--- config.mk ---
export PLATFORM = sky130hd
export DESIGN_NAME = shading_unit
export DESIGN_NICKNAME = d
export VERILOG_FILES = /design/src/rtl/shading_unit.sv
export SDC_FILE = /design/constraint.sdc
export NUM_CORES = 1
export LEC_CHECK = 0
export CORE_UTILIZATION = 31
export DETAILED_ROUTE_END_ITERATION = 10
export DONT_BUFFER_PORTS = 1
export PLACE_DENSITY_LB_ADDON = 0.05
export SLEW_MARGIN = 10
export SYNTH_ARGS = -nofsm -noshare
export SYNTH_HDL_FRONTEND = slang
export SYNTH_SLANG_ARGS = --single-unit
--- constraint.sdc ---
create_clock -name clk_in -period 5.73 [get_ports clk_in]
set_input_delay 1.146 -clock clk_in [delete_from_list [all_inputs] [get_ports clk_in]]
set_output_delay 1.146 -clock clk_in [all_outputs]
set_load 0.005 [all_outputs]
--- src/rtl/shading_unit.sv ---
// Shading stage: round-robin arbitration over traversal-unit hits, base colour lookup,
// per-face brightness scaling and screen-buffer writes with frame-complete flag.
// hit_norm per port is {x,y,z}, each a signed 16-bit value with 8 fractional bits.
module shading_unit #(
  parameter int NUM_VTU      = 1,
  parameter int FRAME_AREA   = 76800,
  parameter int TOTAL_PIXELS = FRAME_AREA
) (
  input  logic                                    clk_in,
  input  logic                                    rst_in,
  input  logic                                    frame_start,
  input  logic [NUM_VTU-1:0]                      hit_valid,
  output logic [NUM_VTU-1:0]                      hit_ready,
  input  logic [NUM_VTU*3-1:0]                    hit_type,
  input  logic [NUM_VTU*48-1:0]                   hit_norm,
  input  logic [NUM_VTU*$clog2(FRAME_AREA)-1:0]   hit_addr,
  output logic [15:0]                             sbuf_data,
  output logic [$clog2(FRAME_AREA)-1:0]           sbuf_addr,
  output logic                                    sbuf_write_enable,
  output logic                                    shade_done
);
  localparam int TYPE_W = 3;
  localparam int NORM_W = 48;
  localparam int ADDR_W = $clog2(FRAME_AREA);
  localparam int PTR_W  = (NUM_VTU > 1) ? $clog2(NUM_VTU) : 1;
  localparam int CNT_W  = $clog2(TOTAL_PIXELS + 1);

  localparam logic [TYPE_W-1:0] T_AIR        = 3'd0;
  localparam logic [TYPE_W-1:0] T_WATER      = 3'd1;
  localparam logic [TYPE_W-1:0] T_GRASS      = 3'd2;
  localparam logic [TYPE_W-1:0] T_DIRT       = 3'd3;
  localparam logic [TYPE_W-1:0] T_OAK_LOG    = 3'd4;
  localparam logic [TYPE_W-1:0] T_OAK_LEAVES = 3'd5;

  logic [PTR_W-1:0]  ptr_r;
  logic [PTR_W-1:0]  pick_lo_s, pick_hi_s, grant_idx_s;
  logic              found_hi_s, grant_ok_s;
  logic [NUM_VTU-1:0] hit_ready_s;
  logic [TYPE_W-1:0] sel_type_s;
  logic [NORM_W-1:0] sel_norm_s;
  logic [ADDR_W-1:0] sel_addr_s;

  logic              s1_valid_r, s2_valid_r;
  logic [TYPE_W-1:0] s1_type_r;
  logic [NORM_W-1:0] s1_norm_r;
  logic [ADDR_W-1:0] s1_addr_r, s2_addr_r;
  logic [4:0]        s2_r_r, s2_b_r;
  logic [5:0]        s2_g_r;
  logic [15:0]       base_s;
  logic [8:0]        factor_s;
  logic [4:0]        shade_r_s, shade_b_s;
  logic [5:0]        shade_g_s;

  logic [15:0]       sbuf_data_r;
  logic [ADDR_W-1:0] sbuf_addr_r;
  logic              sbuf_we_r, done_r;
  logic [CNT_W-1:0]  cnt_r;

  // Round-robin grant: lowest valid port at/after the pointer, else lowest valid overall (wrap)
  always_comb begin
    pick_lo_s  = '0;
    pick_hi_s  = '0;
    found_hi_s = 1'b0;
    sel_type_s = '0;
    sel_norm_s = '0;
    sel_addr_s = '0;
    for (int i = NUM_VTU - 1; i >= 0; i--) begin
      pick_lo_s  = hit_valid[i] ? PTR_W'(i) : pick_lo_s;
      pick_hi_s  = (hit_valid[i] && (PTR_W'(i) >= ptr_r)) ? PTR_W'(i) : pick_hi_s;
      found_hi_s = found_hi_s | (hit_valid[i] && (PTR_W'(i) >= ptr_r));
    end
    grant_idx_s = found_hi_s ? pick_hi_s : pick_lo_s;
    grant_ok_s  = rst_in && !frame_start && (|hit_valid);
    hit_ready_s = grant_ok_s ? (NUM_VTU'(1) << grant_idx_s) : '0;
    for (int i = 0; i < NUM_VTU; i++) begin
      sel_type_s = (grant_idx_s == PTR_W'(i)) ? hit_type[i*TYPE_W +: TYPE_W] : sel_type_s;
      sel_norm_s = (grant_idx_s == PTR_W'(i)) ? hit_norm[i*NORM_W +: NORM_W] : sel_norm_s;
      sel_addr_s = (grant_idx_s == PTR_W'(i)) ? hit_addr[i*ADDR_W +: ADDR_W] : sel_addr_s;
    end
  end

  // Base colour lookup and face brightness factor from the registered hit
  always_comb begin
    base_s   = 16'h522A;
    factor_s = 9'd256;
    case (s1_type_r)
      T_AIR:        base_s = 16'hAE5D;
      T_WATER:      base_s = 16'h3211;
      T_GRASS:      base_s = 16'h5C29;
      T_DIRT:       base_s = 16'h8309;
      T_OAK_LOG:    base_s = 16'h59C5;
      T_OAK_LEAVES: base_s = 16'h852E;
      default:      base_s = 16'h522A;
    endcase
    if (s1_type_r == T_AIR) begin
      factor_s = 9'd256;
    end else if (!s1_norm_r[31] && (s1_norm_r[31:16] != 16'd0)) begin
      factor_s = 9'd256;
    end else if (s1_norm_r[31]) begin
      factor_s = 9'd128;
    end else if (s1_norm_r[47:32] != 16'd0) begin
      factor_s = 9'd204;
    end else if (s1_norm_r[15:0] != 16'd0) begin
      factor_s = 9'd153;
    end else begin
      factor_s = 9'd256;
    end
    shade_r_s = 5'((15'(base_s[15:11]) * 15'(factor_s)) >> 8);
    shade_g_s = 6'((15'(base_s[10:5])  * 15'(factor_s)) >> 8);
    shade_b_s = 5'((15'(base_s[4:0])   * 15'(factor_s)) >> 8);
  end

  // Arbitration pointer
  always_ff @(posedge clk_in or negedge rst_in) begin
    if (!rst_in) begin
      ptr_r <= '0;
    end else if (frame_start) begin
      ptr_r <= '0;
    end else if (grant_ok_s) begin
      ptr_r <= (grant_idx_s == PTR_W'(NUM_VTU - 1)) ? '0 : grant_idx_s + PTR_W'(1);
    end
  end

  // Three-stage shading pipeline; frame_start flushes every stage
  always_ff @(posedge clk_in or negedge rst_in) begin
    if (!rst_in) begin
      s1_valid_r  <= 1'b0;
      s1_type_r   <= '0;
      s1_norm_r   <= '0;
      s1_addr_r   <= '0;
      s2_valid_r  <= 1'b0;
      s2_r_r      <= '0;
      s2_g_r      <= '0;
      s2_b_r      <= '0;
      s2_addr_r   <= '0;
      sbuf_we_r   <= 1'b0;
      sbuf_data_r <= '0;
      sbuf_addr_r <= '0;
    end else begin
      s1_valid_r <= grant_ok_s;
      s2_valid_r <= s1_valid_r && !frame_start;
      sbuf_we_r  <= s2_valid_r && !frame_start;
      if (grant_ok_s) begin
        s1_type_r <= sel_type_s;
        s1_norm_r <= sel_norm_s;
        s1_addr_r <= sel_addr_s;
      end
      if (s1_valid_r) begin
        s2_r_r    <= shade_r_s;
        s2_g_r    <= shade_g_s;
        s2_b_r    <= shade_b_s;
        s2_addr_r <= s1_addr_r;
      end
      if (s2_valid_r && !frame_start) begin
        sbuf_data_r <= {s2_r_r, s2_g_r, s2_b_r};
        sbuf_addr_r <= s2_addr_r;
      end
    end
  end

  // Saturating write counter and sticky frame-complete flag
  always_ff @(posedge clk_in or negedge rst_in) begin
    if (!rst_in) begin
      cnt_r  <= '0;
      done_r <= 1'b0;
    end else if (frame_start) begin
      cnt_r  <= '0;
      done_r <= 1'b0;
    end else begin
      if (sbuf_we_r && (cnt_r < CNT_W'(TOTAL_PIXELS))) begin
        cnt_r <= cnt_r + CNT_W'(1);
      end
      if (sbuf_we_r && (cnt_r == CNT_W'(TOTAL_PIXELS - 1))) begin
        done_r <= 1'b1;
      end
    end
  end

  assign hit_ready         = hit_ready_s;
  assign sbuf_data         = sbuf_data_r;
  assign sbuf_addr         = sbuf_addr_r;
  assign sbuf_write_enable = sbuf_we_r;
  assign shade_done        = done_r;
endmodule

== After elaboration in Yosys (flattened, before gate mapping) ==
Cells that the tools add are included.

* Word-level logic and storage cells: 51
* Output and inout bits: 36
* Register bits: 155

* Multiply operators: 3
* Add/subtract/negate cells: 1
* Equality and inequality tests: 6
* Multiplexer cells: 11
* Order comparisons: 1
* Reductions and logical operators: 15

{| class="wikitable"
|+ Operator list
! kind !! number
|-
| 16-bit case mux with 6 select lines || 1
|-
| 16-bit nonzero test || 3
|-
| 9-bit two-way mux || 5
|-
| 17-bit two-way mux || 2
|-
| 5-bit by 9-bit multiplier with 13-bit output || 2
|-
| 17-bit by 1-bit adder with 17-bit output, second input constant || 1
|-
| 17-bit equality test, second input constant || 1
|-
| 17-bit < comparator, second input constant || 1
|-
| 6-bit by 9-bit multiplier with 14-bit output || 1
|-
| 1-bit logical AND || 7
|-
| 3-bit by 2-bit equality test with 1-bit output, second input constant || 2
|-
| 3-bit equality test, second input constant || 2
|-
| 2-bit nonzero test || 2
|-
| 3-bit by 1-bit equality test with 1-bit output, second input constant || 1
|-
| 3-bit logical NOT || 1
|-
| 1-bit two-way mux || 3
|-
| 1-bit logical NOT || 2
|}

== Logic depth before layout (Yosys ltp) ==
* Word-level depth: 7
* Mapped depth: 20
* Mapped depth without buffers: 18

== Least setup slack after synthesis ==
No wires, ideal clock.

* Path kind: register to register
* Start point: register s1_norm_r[30]
* End point: register s2_g_r[5]
* Setup time: 0.077 ns
* Data arrival time: 4.783 ns
* Setup slack: 0.870 ns
* Required time: 5.653 ns
* Cell stages (with the launch flop): 19
* Cells stage by stage: dfrtp_1 > nor4_1 > and4_1 > nor3b_2 > nand3b_1 > or2_2 > fa_1 > inv_1 > fa_1 > inv_1 > fa_1 > inv_1 > ha_1 > nor3_1 > a211oi_1 > or4b_1 > a31oi_1 > xnor3_1 > a21oi_1

* Cells in the longest elaborated chain, start to end: 5

{| class="wikitable"
|+ RTL lines
! item !! RTL line !! text
|-
| from (decl) || 45 || <nowiki>logic [NORM_W-1:0] s1_norm_r;</nowiki>
|-
| from (signal assigned) || 145 || <nowiki>s1_norm_r <= sel_norm_s;</nowiki>
|-
| 16-bit nonzero test || 97 || <nowiki>end else if (!s1_norm_r[31] && (s1_norm_r[31:16] != 16'd0)) begin</nowiki>
|-
| 1-bit logical AND || 97 ||
|-
| 9-bit two-way mux || 97 ||
|-
| 9-bit two-way mux || 95 || <nowiki>if (s1_type_r == T_AIR) begin</nowiki>
|-
| 6-bit by 9-bit multiplier with 14-bit output || 109 || <nowiki>shade_g_s = 6'((15'(base_s[10:5]) * 15'(factor_s)) >> 8);</nowiki>
|-
| to (signal assigned) || 150 || <nowiki>s2_g_r <= shade_g_s;</nowiki>
|-
| to (decl) || 48 || <nowiki>logic [5:0] s2_g_r;</nowiki>
|}

No other way between the ends.
A chain may end at the register's enable or synchronous reset.

== Worst setup path in the final report ==
* Start point: register s1_norm_r[27]
* End point: register s2_g_r[5]

The elaborated chain is that of the path after synthesis.

==> impl_summary.log <==
INFO  metric avgRoutedWirePerCell = 16.0 µm
INFO  metric finalMaxSlewViolations = 0
INFO  metric maxCapViolations = 0
INFO  metric run_status = finished, final reports clean
INFO  metric placement.io_buffers = 0
INFO  metric postSynth.asyncResetShare = 100%
INFO  metric die_width = ~170 µm
INFO  metric place_inst = roughly 1300
INFO  metric grt_pass1_wl = between 30000 and 40000 µm
INFO  metric finalWorstPathRequiredPeriod = roughly 5.3 ns
INFO  metric setup.worst_path.start_class = register
INFO  metric synth.yosys.seq_area_share = 42.8%
INFO  metric crit_path_max_fanout = 5
INFO  metric routabilityCongestion = 0.756
INFO  metric postSynthRegisterBits = 155
INFO  metric worstPathCellList = nor4_1, and4_2, nor3b_2, nand3b_1, or2_2, fa_1, inv_1, fa_1, inv_1, fa_1, inv_1, ha_1, nor3_1, a211oi_1, or4b_1, a31oi_1, xnor3_1, a21oi_1
INFO  metric dr_total_vias = 6010
INFO  metric fin_worst_skew = 0.00975 ns
INFO  metric critical_path.endpoint_type = register
INFO  metric initial_utilization = between 30% and 40%
INFO  metric pin_count_of_the_biggest_net_entering_global_routing = around 160
INFO  metric chipHeight = ~170 µm
INFO  metric final_nets = about 1100
INFO  metric detail_route.iter0.violations = 280
INFO  metric crit_path_top_delay_cell = fa_1
INFO  metric drive_above_1_share = 13.3%
INFO  metric dpl.hpwl = 14600 µm
INFO  metric max_freq = 190 MHz
INFO  metric detailedRoute.firstPassIterationCount = 5
INFO  metric rows = slightly above 60
INFO  metric synth_nets = 1106
INFO  metric drc = 0
INFO  metric area_growth_from_synthesis_to_final_layout = 11.3%
INFO  metric design.core.area = 28700 µm²
INFO  metric fp.dieArea = 29900 µm²
INFO  metric count_of_yosys_warnings_during_synthesis = 0
INFO  metric worst_hold_path_type = in -> async
INFO  metric ys_dominant_reg_cell = dfrtp_1
INFO  metric clock_sink_count = approximately 160
INFO  metric ports = about 110
INFO  metric clock_tree.root_cell = clkbuf_16
INFO  metric gr-usage-all-layers = 15.0%
INFO  metric synth_enable_flop_cells = 0
INFO  metric cts.reportedPaths.clkPinSlew = ~0.070 ns
INFO  metric pwr_density_cell = 329 nW/µm²
INFO  metric critical_path_buf_inv_count = 3
INFO  metric setup_viol_count_final = 0
INFO  metric setup_repair_after_global_routing_missed_its_margin = false
INFO  metric final_hold_viol_count = 0
INFO  metric syn-cell-area = 9070 µm²
INFO  metric critical_path.top_delay_family = simple AND/OR/NAND/NOR gates
INFO  metric clkLatencyLatePin = 0.44 ns
INFO  metric worst_slew_pin_slew = 1.07 ns
INFO  metric postLayoutCoreUtil = a little over a third
INFO  metric antenna_found_initial = 0
INFO  metric layoutNonFillerInstCount = 1317
INFO  metric num_antenna_cells = 0
INFO  metric clockBufferDepth = 2
INFO  metric number_of_global_route_vias_before_repair = 6358
INFO  metric max-slew-margin-rel = ~29%
INFO  metric most_common_cell_after_layout_fill_and_taps_aside = nand2_1
INFO  metric post_synth.cell_area_avg = 9.79 µm²
INFO  metric detail_route.vias_per_cell = 4.56
INFO  metric ant_nets = 0
INFO  metric cts.htree.levels = 4
INFO  metric post_cts.repair.setup_buffers = 0
INFO  metric critical_path.max_stage_delay = between 0.5 and 0.6 ns
INFO  metric cts_buffers = 17
INFO  metric tritoncts = yes
INFO  metric required = 6.09 ns
INFO  metric synth_cells = 926
INFO  metric layout.cells.most_common_list = nand2_1, dfrtp_1, inv_1
INFO  metric power_leakage = roughly 0.0051 µW
INFO  metric ir_worst_vdd = 0.000168 V
INFO  metric netlist-cell-type-count = 53
INFO  metric totalNegativeSetupSlack = 0 ns
INFO  metric routed_wl = 21000 µm
INFO  metric criticalPathCategory = reg -> reg
INFO  metric crit_arrival = 5.63 ns
INFO  metric globalRouteOverflowTotal = 0
INFO  metric final_min_period_over_clock_period = 91.9%
==> routing by layer <==
metal  vias up  wire length [µm]  GRT usage, %
li1       2992                 -             -
met1      2905             10400          20.3
met2        94              9300          23.3
met3        19              1050          4.31
met4         0               240          4.31
met5         -                 0             0
==> repair_timing <==
action,in CTS,in global routing
setup endpoints to repair,0,1
hold buffers,0,0
gates resized for setup,0,2
==> synth_stat cells, drive strengths merged (4+ instances only) <==
cell | number | area share (%)
nor3 | 19 | 1.0
buf | 13 | 0.61
or2 | 6 | 0.41
ha | 72 | 9.9
mux2 | 63 | 7.8
nand3 | 8 | 0.44
dfrtp | 155 | 43
nor2 | 81 | 3.4
o21ai | 11 | 0.61
inv | 85 | 3.5
or3 | 4 | 0.33
a21o | 4 | 0.33
a21oi | 15 | 0.95
nand4 | 6 | 0.48
and3 | 4 | 0.28
fa | 36 | 7.9
o211ai | 4 | 0.33
a31oi | 5 | 0.34
nand2 | 228 | 9.4
o21a | 4 | 0.33
xor2 | 15 | 1.4
nand2b | 9 | 0.62
clkbuf | 21 | 0.87
and4 | 4 | 0.39
nor4 | 11 | 1.1
xnor2 | 19 | 1.8
==> flip-flops by register name (all words and copies together), names as in the netlist <==
| register | flops |
|---|---|
| cnt_r | 17 |
| s1_addr_r | 17 |
| s1_norm_r | 48 |
| s1_type_r | 3 |
| s1_valid_r | 1 |
| s2_addr_r | 17 |
| s2_b_r | 5 |
| s2_g_r | 6 |
| s2_r_r | 5 |
| s2_valid_r | 1 |
| sbuf_addr | 17 |
| sbuf_data | 16 |
| sbuf_write_enable | 1 |
| shade_done | 1 |
==> final timing paths <==
| path | startpoint | end | slack, ns | cells past startpoint |
|---|---|---|---|---|
| max in group asynchronous | rst_in | s1_valid_r | 5.07 | 0 |
| min reg2reg | s1_addr_r[11] | s1_addr_r[11] | 0.47 | 2 |
| min in group clk_in | s1_addr_r[11] | s1_addr_r[11] | 0.47 | 2 |
| max reg2reg | s1_norm_r[27] | s2_g_r[5] | 0.46 | 18 |
| max | s1_norm_r[27] | s2_g_r[5] | 0.46 | 18 |
| min | rst_in | sbuf_data[5] | 0.40 | 0 |
==> kinds of logic (layout without fill, tap and decap cells) <==
group,Yosys count,after routing,share of synthesized area [%]
flip-flops,155,155,42.8
adder cells (fa/ha/maj),108,108,17.9
XOR/XNOR,35,35,3.53
AND/OR/NAND/NOR,392,392,19.0
buffers and inverters,119,126,5.00
multiplexers,64,64,7.93
AO/OA/AOI/OAI,53,53,3.91
==> final cells by class <==
type	instances	area, µm²
clock inverters	13	169
clock buffers	18	429
well taps	384	480
inverters	85	319
repair buffers	10	75.1
fillers	2974	18600
flip-flops and latches	155	3880
multi-input cells	652	4740
==> power breakdown <==
| part | switching (µW) | total, µW | internal, µW |
|---|---|---|---|
| sequential | 176 | 1520 | 1340 |
| clock | 495 | 1180 | 688 |
| combinational | 308 | 619 | 311 |
==> stage by stage <==
step	worst slack (ns)	hold slack [ns]	area (µm²)	total power, µW
5_1_grt	0.0651	0.376	10100	3540
3_3_place_gp	0.435	0.459	9490	2170
2_1_floorplan	0.870	0.440	9070	1990
4_1_cts	0.313	0.374	10100	3390
3_5_place_dp	0.320	0.457	9490	2180
6_report	0.463	0.404	10100	3320
Power figures use the tool's default switching activity.
